$ cat src/rtl/sne_neuron_pkg.sv
// rtl/sne_neuron_pkg.sv - shared encodings for the neuron event sequencer
// Contents: spike_op encoding, input event types, sequencer FSM states.
package sne_neuron_pkg;

    // Neuron operation codes; 4..7 are reserved.
    localparam logic [2:0] OP_NOP       = 3'd0;
    localparam logic [2:0] OP_INTEGRATE = 3'd1;
    localparam logic [2:0] OP_UPDATE    = 3'd2;
    localparam logic [2:0] OP_RESET     = 3'd3;

    typedef enum logic [1:0] {
        EVT_SPIKE = 2'd0,
        EVT_TIME  = 2'd1,
        EVT_RESET = 2'd2,
        EVT_RSVD  = 2'd3
    } evt_type_e;

    typedef enum logic [1:0] {
        ST_IDLE = 2'd0,
        ST_RUN  = 2'd1,
        ST_HOLD = 2'd2
    } seq_state_e;

endpackage

$ cat src/rtl/neuron_weight_table.sv
// rtl/neuron_weight_table.sv - synaptic weight register file
// Ports: clk_i/rst_ni clock and async active-low reset (clears all entries);
//        we_i/waddr_i/wdata_i write port; raddr_i/rdata_o combinational read.
// Reads of addresses >= NUM_SYN return 0; writes to them are ignored.
module neuron_weight_table #(
    parameter int NUM_SYN          = 64,
    parameter int SRC_WIDTH        = $clog2(NUM_SYN),
    parameter int SYN_WEIGHT_WIDTH = 4
) (
    input  logic                        clk_i,
    input  logic                        rst_ni,
    input  logic                        we_i,
    input  logic [SRC_WIDTH-1:0]        waddr_i,
    input  logic [SYN_WEIGHT_WIDTH-1:0] wdata_i,
    input  logic [SRC_WIDTH-1:0]        raddr_i,
    output logic [SYN_WEIGHT_WIDTH-1:0] rdata_o
);

    logic [SYN_WEIGHT_WIDTH-1:0] mem_q [NUM_SYN];

    always_ff @(posedge clk_i or negedge rst_ni) begin
        if (!rst_ni) begin
            mem_q <= '{default: '0};
        end else if (we_i && (int'(waddr_i) < NUM_SYN)) begin
            mem_q[waddr_i] <= wdata_i;
        end
    end

    // Read sees the pre-write contents when a write hits the same address.
    always_comb begin
        rdata_o = '0;
        if (int'(raddr_i) < NUM_SYN) begin
            rdata_o = mem_q[raddr_i];
        end
    end

endmodule

$ cat src/rtl/neuron_event_sequencer.sv
// rtl/neuron_event_sequencer.sv - event front end of the ALIF neuron wrapper
// Ports: clk_i/rst_ni clock and async active-low reset; enable_i, stall_i control;
//        evt_* input event stream (valid/ready); cfg_* weight-table write and scale;
//        clr_i clears error and counter; spike_op_o/spike_o/time_o/syn_weight_o/
//        syn_weight_scale_o registered neuron inputs; spike_cnt_o, err_o status.
module neuron_event_sequencer
    import sne_neuron_pkg::*;
#(
    parameter int NUM_SYN          = 64,
    parameter int SRC_WIDTH        = $clog2(NUM_SYN),
    parameter int SYN_WEIGHT_WIDTH = 4,
    parameter int TIME_WIDTH       = 8,
    parameter int CNT_WIDTH        = 16
) (
    input  logic                        clk_i,
    input  logic                        rst_ni,
    input  logic                        enable_i,
    input  logic                        stall_i,
    input  logic                        evt_valid_i,
    output logic                        evt_ready_o,
    input  logic [1:0]                  evt_type_i,
    input  logic [SRC_WIDTH-1:0]        evt_src_i,
    input  logic [TIME_WIDTH-1:0]       evt_time_i,
    input  logic                        cfg_we_i,
    input  logic [SRC_WIDTH-1:0]        cfg_addr_i,
    input  logic [SYN_WEIGHT_WIDTH-1:0] cfg_wdata_i,
    input  logic [SYN_WEIGHT_WIDTH-1:0] cfg_scale_i,
    input  logic                        clr_i,
    output logic [2:0]                  spike_op_o,
    output logic                        spike_o,
    output logic [TIME_WIDTH-1:0]       time_o,
    output logic [SYN_WEIGHT_WIDTH-1:0] syn_weight_o,
    output logic [SYN_WEIGHT_WIDTH-1:0] syn_weight_scale_o,
    output logic [CNT_WIDTH-1:0]        spike_cnt_o,
    output logic                        err_o
);

    seq_state_e state_q, state_d;
    logic       evt_accept;
    logic       hold_outputs;

    logic [SYN_WEIGHT_WIDTH-1:0] rd_weight;
    logic [2:0]                  op_d;
    logic                        spike_d;
    logic [TIME_WIDTH-1:0]       time_d;
    logic [SYN_WEIGHT_WIDTH-1:0] weight_d;
    logic [CNT_WIDTH-1:0]        cnt_d;
    logic                        err_d;
    logic                        cnt_inc;
    logic                        err_set;

    neuron_weight_table #(
        .NUM_SYN          (NUM_SYN),
        .SRC_WIDTH        (SRC_WIDTH),
        .SYN_WEIGHT_WIDTH (SYN_WEIGHT_WIDTH)
    ) u_weight_table (
        .clk_i   (clk_i),
        .rst_ni  (rst_ni),
        .we_i    (cfg_we_i),
        .waddr_i (cfg_addr_i),
        .wdata_i (cfg_wdata_i),
        .raddr_i (evt_src_i),
        .rdata_o (rd_weight)
    );

    // FSM: state register
    always_ff @(posedge clk_i or negedge rst_ni) begin
        if (!rst_ni) begin
            state_q <= ST_IDLE;
        end else begin
            state_q <= state_d;
        end
    end

    // FSM: next state. A stall takes priority over a dropped enable; the
    // enable is re-examined once the stall clears.
    always_comb begin
        state_d = state_q;
        unique case (state_q)
            ST_IDLE: state_d = enable_i ? ST_RUN : ST_IDLE;
            ST_RUN:  state_d = stall_i ? ST_HOLD : (enable_i ? ST_RUN : ST_IDLE);
            ST_HOLD: state_d = stall_i ? ST_HOLD : (enable_i ? ST_RUN : ST_IDLE);
            default: state_d = ST_IDLE;
        endcase
    end

    // FSM: outputs
    always_comb begin
        evt_ready_o  = (state_q == ST_RUN) && !stall_i;
        hold_outputs = (state_q == ST_HOLD);
        evt_accept   = evt_valid_i && evt_ready_o;
    end

    // Event decode into next-cycle output values.
    always_comb begin
        op_d     = OP_NOP;
        spike_d  = 1'b0;
        time_d   = time_o;
        weight_d = syn_weight_o;
        cnt_inc  = 1'b0;
        err_set  = 1'b0;
        if (evt_accept) begin
            case (evt_type_e'(evt_type_i))
                EVT_SPIKE: begin
                    op_d     = OP_INTEGRATE;
                    spike_d  = 1'b1;
                    weight_d = rd_weight;
                    cnt_inc  = 1'b1;
                end
                EVT_TIME: begin
                    if (evt_time_i > time_o) begin
                        op_d   = OP_UPDATE;
                        time_d = evt_time_i;
                    end else if (evt_time_i < time_o) begin
                        err_set = 1'b1;
                    end
                end
                EVT_RESET: begin
                    op_d   = OP_RESET;
                    time_d = '0;
                end
                default: ;
            endcase
        end
        // clr_i acts first so a same-cycle spike or error still lands.
        cnt_d = clr_i ? '0 : spike_cnt_o;
        if (cnt_inc && (cnt_d != '1)) begin
            cnt_d = cnt_d + 1'b1;
        end
        err_d = err_set || (err_o && !clr_i);
    end

    always_ff @(posedge clk_i or negedge rst_ni) begin
        if (!rst_ni) begin
            spike_op_o         <= OP_NOP;
            spike_o            <= 1'b0;
            time_o             <= '0;
            syn_weight_o       <= '0;
            syn_weight_scale_o <= '0;
            spike_cnt_o        <= '0;
            err_o              <= 1'b0;
        end else if (!hold_outputs) begin
            spike_op_o         <= op_d;
            spike_o            <= spike_d;
            time_o             <= time_d;
            syn_weight_o       <= weight_d;
            syn_weight_scale_o <= cfg_scale_i;
            spike_cnt_o        <= cnt_d;
            err_o              <= err_d;
        end
    end

endmodule

$ cat config.mk
export PLATFORM = sky130hd
export DESIGN_NAME = neuron_event_sequencer
export DESIGN_NICKNAME = d
export VERILOG_FILES = /design/src/rtl/sne_neuron_pkg.sv /design/src/rtl/neuron_weight_table.sv /design/src/rtl/neuron_event_sequencer.sv
export SDC_FILE = /design/constraint.sdc
export NUM_CORES = 1
export LEC_CHECK = 0
export CAP_MARGIN = 20
export CORE_UTILIZATION = 58
export CTS_BUF_LIST = sky130_fd_sc_hd__clkbuf_4 sky130_fd_sc_hd__clkbuf_8 sky130_fd_sc_hd__clkbuf_16
export DETAILED_ROUTE_END_ITERATION = 6
export DONT_BUFFER_PORTS = 1
export PLACE_DENSITY = 0.76
export REMOVE_ABC_BUFFERS = 1
export SLEW_MARGIN = 20
export SYNTH_ARGS = -nofsm -noshare
export SYNTH_HDL_FRONTEND = slang
export SYNTH_SLANG_ARGS = --single-unit
$ cat constraint.sdc
create_clock -name clk_i -period 2.3 [get_ports clk_i]
set_clock_uncertainty 0.2 [all_clocks]
set_input_delay 0.23 -clock clk_i [delete_from_list [all_inputs] [get_ports clk_i]]
set_output_delay 0.23 -clock clk_i [all_outputs]
set_load 0.005 [all_outputs]
Word level (Yosys, flattened, before mapping)
Index checks and enable logic that the tools add are counted.
- register bits after elaboration: 295
- bits in latches: 0
- bits in writable memories: 0
- ROM bits: 0
- input port bits: 37
- output and inout bits: 38
- logic and storage cells: 123
- memories kept: 0
- $add $sub $neg: 1
- $mul: 0
- div/mod/pow operators: 0
- magnitude comparators: 5
- eq/ne operators: 6
- shifts and indexed selects: 0
- multiplexer cells: 22
- bitwise logic cells: 3
- reduce and logical (&&, ||, !) cells: 14
- operator list (cell ; number):
    bitwise mux 256 bit ; 1
    two-way mux 16 bit ; 2
    binary-select mux 4 bit (select 6 bit) ; 1
    demux 4 bit (select 6 bit) ; 1
    adder 16 x 1 -> 16 bit (second input constant) ; 1
    != test 16 bit (second input constant) ; 1
    case mux 8 bit (2 select lines) ; 1
    greater-or-equal comparator 7 bit (second input constant) ; 2
    NOT 6 -> 7 bit ; 2
    two-way mux 4 bit ; 3
    > comparator 8 bit ; 1
    < comparator 8 bit ; 1
    two-way mux 8 bit ; 1
    < comparator 7 x 1 -> 1 bit (second input constant) ; 1
    two-way mux 1 bit ; 7
    case mux 2 bit (3 select lines) ; 1
    logical AND 1 bit ; 5
    equality test 2 x 1 -> 1 bit (second input constant) ; 2
    equality test 2 bit (second input constant) ; 2
    zero test 2 bit ; 2
    two-way mux 2 bit ; 2
    case mux 2 bit (2 select lines) ; 1
    AND reduction 4 bit ; 1
    two-way mux 3 bit ; 1
    7 further kinds ; 8

Logic depth before layout (Yosys ltp)
- depth in word-level cells: 6
- gate-level depth with buffers: 9
- gate-level depth less buffers: 8

By module
From an unflattened synthesis, not the netlist that was laid out.
- cells, all modules: 1018
- area, all modules: 14211.1 sq um
- modules (own cells, without submodules) (module ; instances ; cells each ; area an instance (sq um) ; sequential area each (sq um)):
    neuron_weight_table ; 1 ; 797 ; 11990.2 ; 6406.1
    neuron_event_sequencer ; 1 ; 221 ; 2220.9 ; 950.9

Least setup slack after synthesis
No wires, ideal clock.
- path kind: register -> register
- start: register state_q[0]
- end: register spike_cnt_o[15]
- library setup time: 0.125 ns
- arrival: 1.983 ns
- data required time: 1.975 ns
- path slack: -0.008 ns
- cell stages (with the launch flop): 10
- buffers on the path: 1
- period minus slack after synthesis: 2.308 ns
- cells stage by stage: dfrtp_1 inv_1 ha_1 nor4bb_1 clkbuf_1 nand2_1 nor3_1 nand3_1 nor3b_1 a21oi_1
- word-level cells in the longest chain between the ends: 6
- ends and longest elaborated chain (element ; RTL line ; text):
    from (decl) ; neuron_event_sequencer.sv:38 ; seq_state_e state_q, state_d;
    from (signal assigned) ; neuron_event_sequencer.sv:71 ; state_q <= state_d;
    equality test 2 x 1 -> 1 bit ; neuron_event_sequencer.sv:89 ; evt_ready_o = (state_q == ST_RUN) && !stall_i;
    logical AND 1 bit ; neuron_event_sequencer.sv:89 ;
    logical AND 1 bit ; neuron_event_sequencer.sv:91 ; evt_accept = evt_valid_i && evt_ready_o;
    two-way mux 1 bit ; neuron_event_sequencer.sv:102 ; if (evt_accept) begin
    logical AND 1 bit ; neuron_event_sequencer.sv:127 ; if (cnt_inc && (cnt_d != '1)) begin
    two-way mux 16 bit ; neuron_event_sequencer.sv:127 ;
    to (signal assigned) ; neuron_event_sequencer.sv:148 ; spike_cnt_o <= cnt_d;
    to (decl) ; neuron_event_sequencer.sv:34 ; output logic [CNT_WIDTH-1:0] spike_cnt_o,
Several ways; a longest one is shown, not always the timed one.
A chain may end at the register's enable or synchronous reset.

Worst setup path after layout
- start: input cfg_addr_i[3]
- end: register u_weight_table.mem_q[88] (netlist name)
- word-level cells in the longest chain between the ends: 6
- ends and longest elaborated chain (element ; RTL line ; text):
    from (decl) ; neuron_event_sequencer.sv:25 ; input logic [SRC_WIDTH-1:0] cfg_addr_i,
    NOT 6 -> 7 bit (implied by the code) * ; neuron_weight_table.sv:25 ; mem_q[waddr_i] <= wdata_i;
    greater-or-equal comparator 7 bit (implied by the code) / < comparator 7 x 1 -> 1 bit (equally long branches) ; neuron_weight_table.sv:25 ;
    logical AND 1 bit (implied by the code) ; neuron_weight_table.sv:25 ;
    two-way mux 4 bit (implied by the code) ; neuron_weight_table.sv:25 ;
    demux 4 bit (select 6 bit) * ; neuron_weight_table.sv:25 ;
    bitwise mux 256 bit * ; neuron_weight_table.sv:25 ;
    to (signal, indexed assignment) ; neuron_weight_table.sv:25 ;
    to (decl) ; neuron_weight_table.sv:19 ; logic [SYN_WEIGHT_WIDTH-1:0] mem_q [NUM_SYN];
Mark *: on every way between the ends. The rest lies on a longest branch, timed or not.

==> metrics <==
Core Box Area=23500 sq um; routed vias=between 8000 and 9000; die extent in x=between 150 and 200 microns; final-report max-slew violation count=0; PortBufs=0; summed instance area of the synthesized netlist=between 10000 and 15000 sq um; Min-Delay Path Class=in -> async; total cell area at the placement stage=~14000 sq um; relative slew slack=0.411; ratio of cells with drive above 1 in the final layout=0.396; insertion delay to the later sink of the worst-skew pair=570 ps; Final HPWL DP=approximately 18 mm; Worst-path clk slew=around 60 ps; pin slew with the least headroom to its limit=883 ps; fin area=16100 sq um; most crowded layer after global routing=met2; hold buffers post-CTS=between 50 and 60; TritonCTS clock tree=done; PD cells=832 nW/um^2; die height=157 microns; clk sink count=slightly below 300; final net count=~1100; final wirelength=just over 30 mm; maximum VDD drop=roughly 930 uV; number of DRC violations after detailed-routing iteration 0=639; Min Hold Slack=-827 ps; classification of the worst setup path=in -> reg; unrepaired setup endpoints after global routing=yes; RePlAce Congestion=between 0.7 and 0.8; fraction of registers with async set or reset after synthesis=1.00; Setup TNS=0 ps; met2 track demand over resource in global routing=0.427; Remaining DRCs=0; leading register cell type out of synthesis=sky130_fd_sc_hd__dfrtp_1; part of the Yosys area used for sequential elements=0.527; pin count of the biggest net entering global routing=295; starting density of the core=0.593; number of instances in the synthesized netlist=985; vias per cell=6.13; kind of end point of the critical path=flop; global routing usage on met3=0.0515; highest net fanout along the worst path=6; die area=24700 sq um; post-DR wirelength/cell=22.3 microns; num rows=56; outcome=finished with violations; sort of element at the start of the critical path=input pin; CTS max path bufs=3; number of flip-flops and latches in the synthesized netlist=about 300; Area growth, synth to finish=14.9%; count of maximum capacitance violations=0; final critical path time including I/O delays and setup=about 2200 ps; average footprint of a synthesized cell=14.2 sq um; global-route wire length before repair=about 50 mm; top cells by area, synth=sky130_fd_sc_hd__dfrtp_1 (53%), sky130_fd_sc_hd__mux2_2 (21%), sky130_fd_sc_hd__mux4_2 (9.7%); violations in the final reports=negative hold slack; post-route fraction of the period consumed by the critical path=0.962; M1 GR Usage=0.364; maximum achievable frequency=452 MHz; final setup violating endpoints=0; Diodes inserted=0; number of levels in the clock H-tree=1; Global Route Usage Sum=0.264; via count of the first global-routing pass=8884; CTS buffer count=31; number of enable flip-flop cells after synthesis=0; core occupancy in the finished layout=0.682; synth cell count leaders=sky130_fd_sc_hd__dfrtp_1 (294), sky130_fd_sc_hd__mux2_2 (257), sky130_fd_sc_hd__nand2_1 (72); post-synth top area cell=sky130_fd_sc_hd__dfrtp_1; cell at the root of the clock tree=sky130_fd_sc_hd__clkbuf_16; number of different library cells in the post-synthesis netlist=55; DRT antenna net count=0; total overflow reported by the global router=0; Lkg Pwr=around 7.4 nW; antenna violations before repair=0; post-synth top area share=0.527; arrival time of data at the critical path endpoint=between 2000 and 2500 ps; number of primary I/O pins=between 70 and 80; required time at the endpoint of the critical path=roughly 2600 ps; most common cell in the netlist=sky130_fd_sc_hd__dfrtp_1; total of fill cells in the finished design=approximately 1600; Final Hold Vio Count=roughly 290; 1st-pass router iterations=7; warnings from Yosys=0
through the flow:
| step | instances | setup slack [ps] | power [mW] |
|---|---|---|---|
| floorplan | 925 | -635 | 7.57 |
| global placement | 1267 | 102 | 7.91 |
| detailed placement | 1267 | 1.90 | 8.01 |
| CTS | 1381 | 17.0 | 13.4 |
| global route | 1382 | -16.2 | 13.9 |
| finish | 1382 | 86.9 | 13.4 |
flip-flops by register name (all words and copies together) (netlist names):
signal                count
spike_o                   1
spike_cnt_o              16
time_o                    8
spike_op_o                2
u_weight_table.mem_q    256
err_o                     1
syn_weight_scale_o        4
syn_weight_o              4
state_q                   2
routing by layer:
layer / share of wire / wire length, microns / up-vias
li1: - / - / 3725
met1: 0.43 / 13100 / 4443
met2: 0.48 / 14800 / 255
met3: 0.067 / 2080 / 53
met4: 0.027 / 829 / 0
met5: 0 / 0 / -
logic make-up (layout without fill, tap and decap cells):
group | count (synthesis) | in the layout | share of synthesized area
mux | 349 | 349 | 0.340
flops | 294 | 294 | 0.527
simple gates | 195 | 195 | 0.0670
buf+inv | 74 | 152 | 0.0229
compound gates | 44 | 44 | 0.0210
fa+ha+maj | 16 | 16 | 0.0143
xor+xnor | 12 | 12 | 0.00753
other cells | 1 | 1 | 0.000269
layout make-up:
type                    instances  area, sq um  share of cell area
inverters                      14         52.6             0.00327
flip-flops and latches        294         7360               0.458
multi-input cells             617         6330               0.394
clock inverters                13          155             0.00967
repair buffers                 80          825              0.0514
well taps                     319          399              0.0249
clock buffers                  45          931              0.0580
repair_timing:
| action | in CTS | in global routing |
|---|---|---|
| endpoints found under the hold margin | 582 | 294 |
| setup buffers | 0 | 2 |
| endpoints found under the setup margin | 3 | 20 |
| pin swaps | 0 | 5 |
| resized for setup | 1 | 11 |
path summary, 6_finish.rpt:
| path | startpoint | to | slack, ps | depth (start not counted) |
|---|---|---|---|---|
| setup / recovery | cfg_addr_i[3] | u_weight_table.mem_q[88] | 90 | 6 |
| hold / removal | rst_ni | time_o[3] | -830 | 0 |
| setup reg to reg | state_q[0] | spike_cnt_o[8] | 100 | 9 |
| hold reg to reg | u_weight_table.mem_q[219] | u_weight_table.mem_q[219] | 290 | 1 |
| max in group asynchronous | rst_ni | u_weight_table.mem_q[116] | 2010 | 0 |
| min in group clk_i | evt_type_i[1] | time_o[7] | 20 | 3 |
where the power goes:
group	internal (mW)	switching, mW	leakage, nW	total (mW)
combinational	1.12	0.723	2.93	1.84
sequential	5.90	0.417	3.90	6.32
clock	3.14	2.05	0.538	5.19
cell usage in the layout, fill, tap and decap left out, types with 5 or more instances in the layout:
master and count:
sky130_fd_sc_hd__xor2_1 5, sky130_fd_sc_hd__mux4_1 11, sky130_fd_sc_hd__dlygate4sd3_1 49, sky130_fd_sc_hd__nor2_1 39, sky130_fd_sc_hd__clkbuf_4 6, sky130_fd_sc_hd__mux2i_1 16
sky130_fd_sc_hd__nand3_1 13, sky130_fd_sc_hd__clkbuf_16 31, sky130_fd_sc_hd__dfrtp_1 294, sky130_fd_sc_hd__or2_2 5, sky130_fd_sc_hd__xnor2_1 7, sky130_fd_sc_hd__nand4_1 7
sky130_fd_sc_hd__clkbuf_8 8, sky130_fd_sc_hd__mux2_1 5, sky130_fd_sc_hd__nand2_1 72, sky130_fd_sc_hd__nor2b_1 10, sky130_fd_sc_hd__nor3_1 9, sky130_fd_sc_hd__mux4_2 60
sky130_fd_sc_hd__a21oi_1 9, sky130_fd_sc_hd__clkinv_2 5, sky130_fd_sc_hd__ha_1 15, sky130_fd_sc_hd__inv_1 13, sky130_fd_sc_hd__nand2b_1 12, sky130_fd_sc_hd__and2_1 5
sky130_fd_sc_hd__o22ai_1 11, sky130_fd_sc_hd__buf_4 24, sky130_fd_sc_hd__mux2_2 257
critical path, stage by stage:
cell                            delay [ps]
sky130_fd_sc_hd__dlygate4sd3_1         770
sky130_fd_sc_hd__nand2_1               110
sky130_fd_sc_hd__nor2_1                290
sky130_fd_sc_hd__nand2_1               210
sky130_fd_sc_hd__mux2_2                300
sky130_fd_sc_hd__dlygate4sd3_1         550
Note: power is estimated with default switching activity, not from simulation.
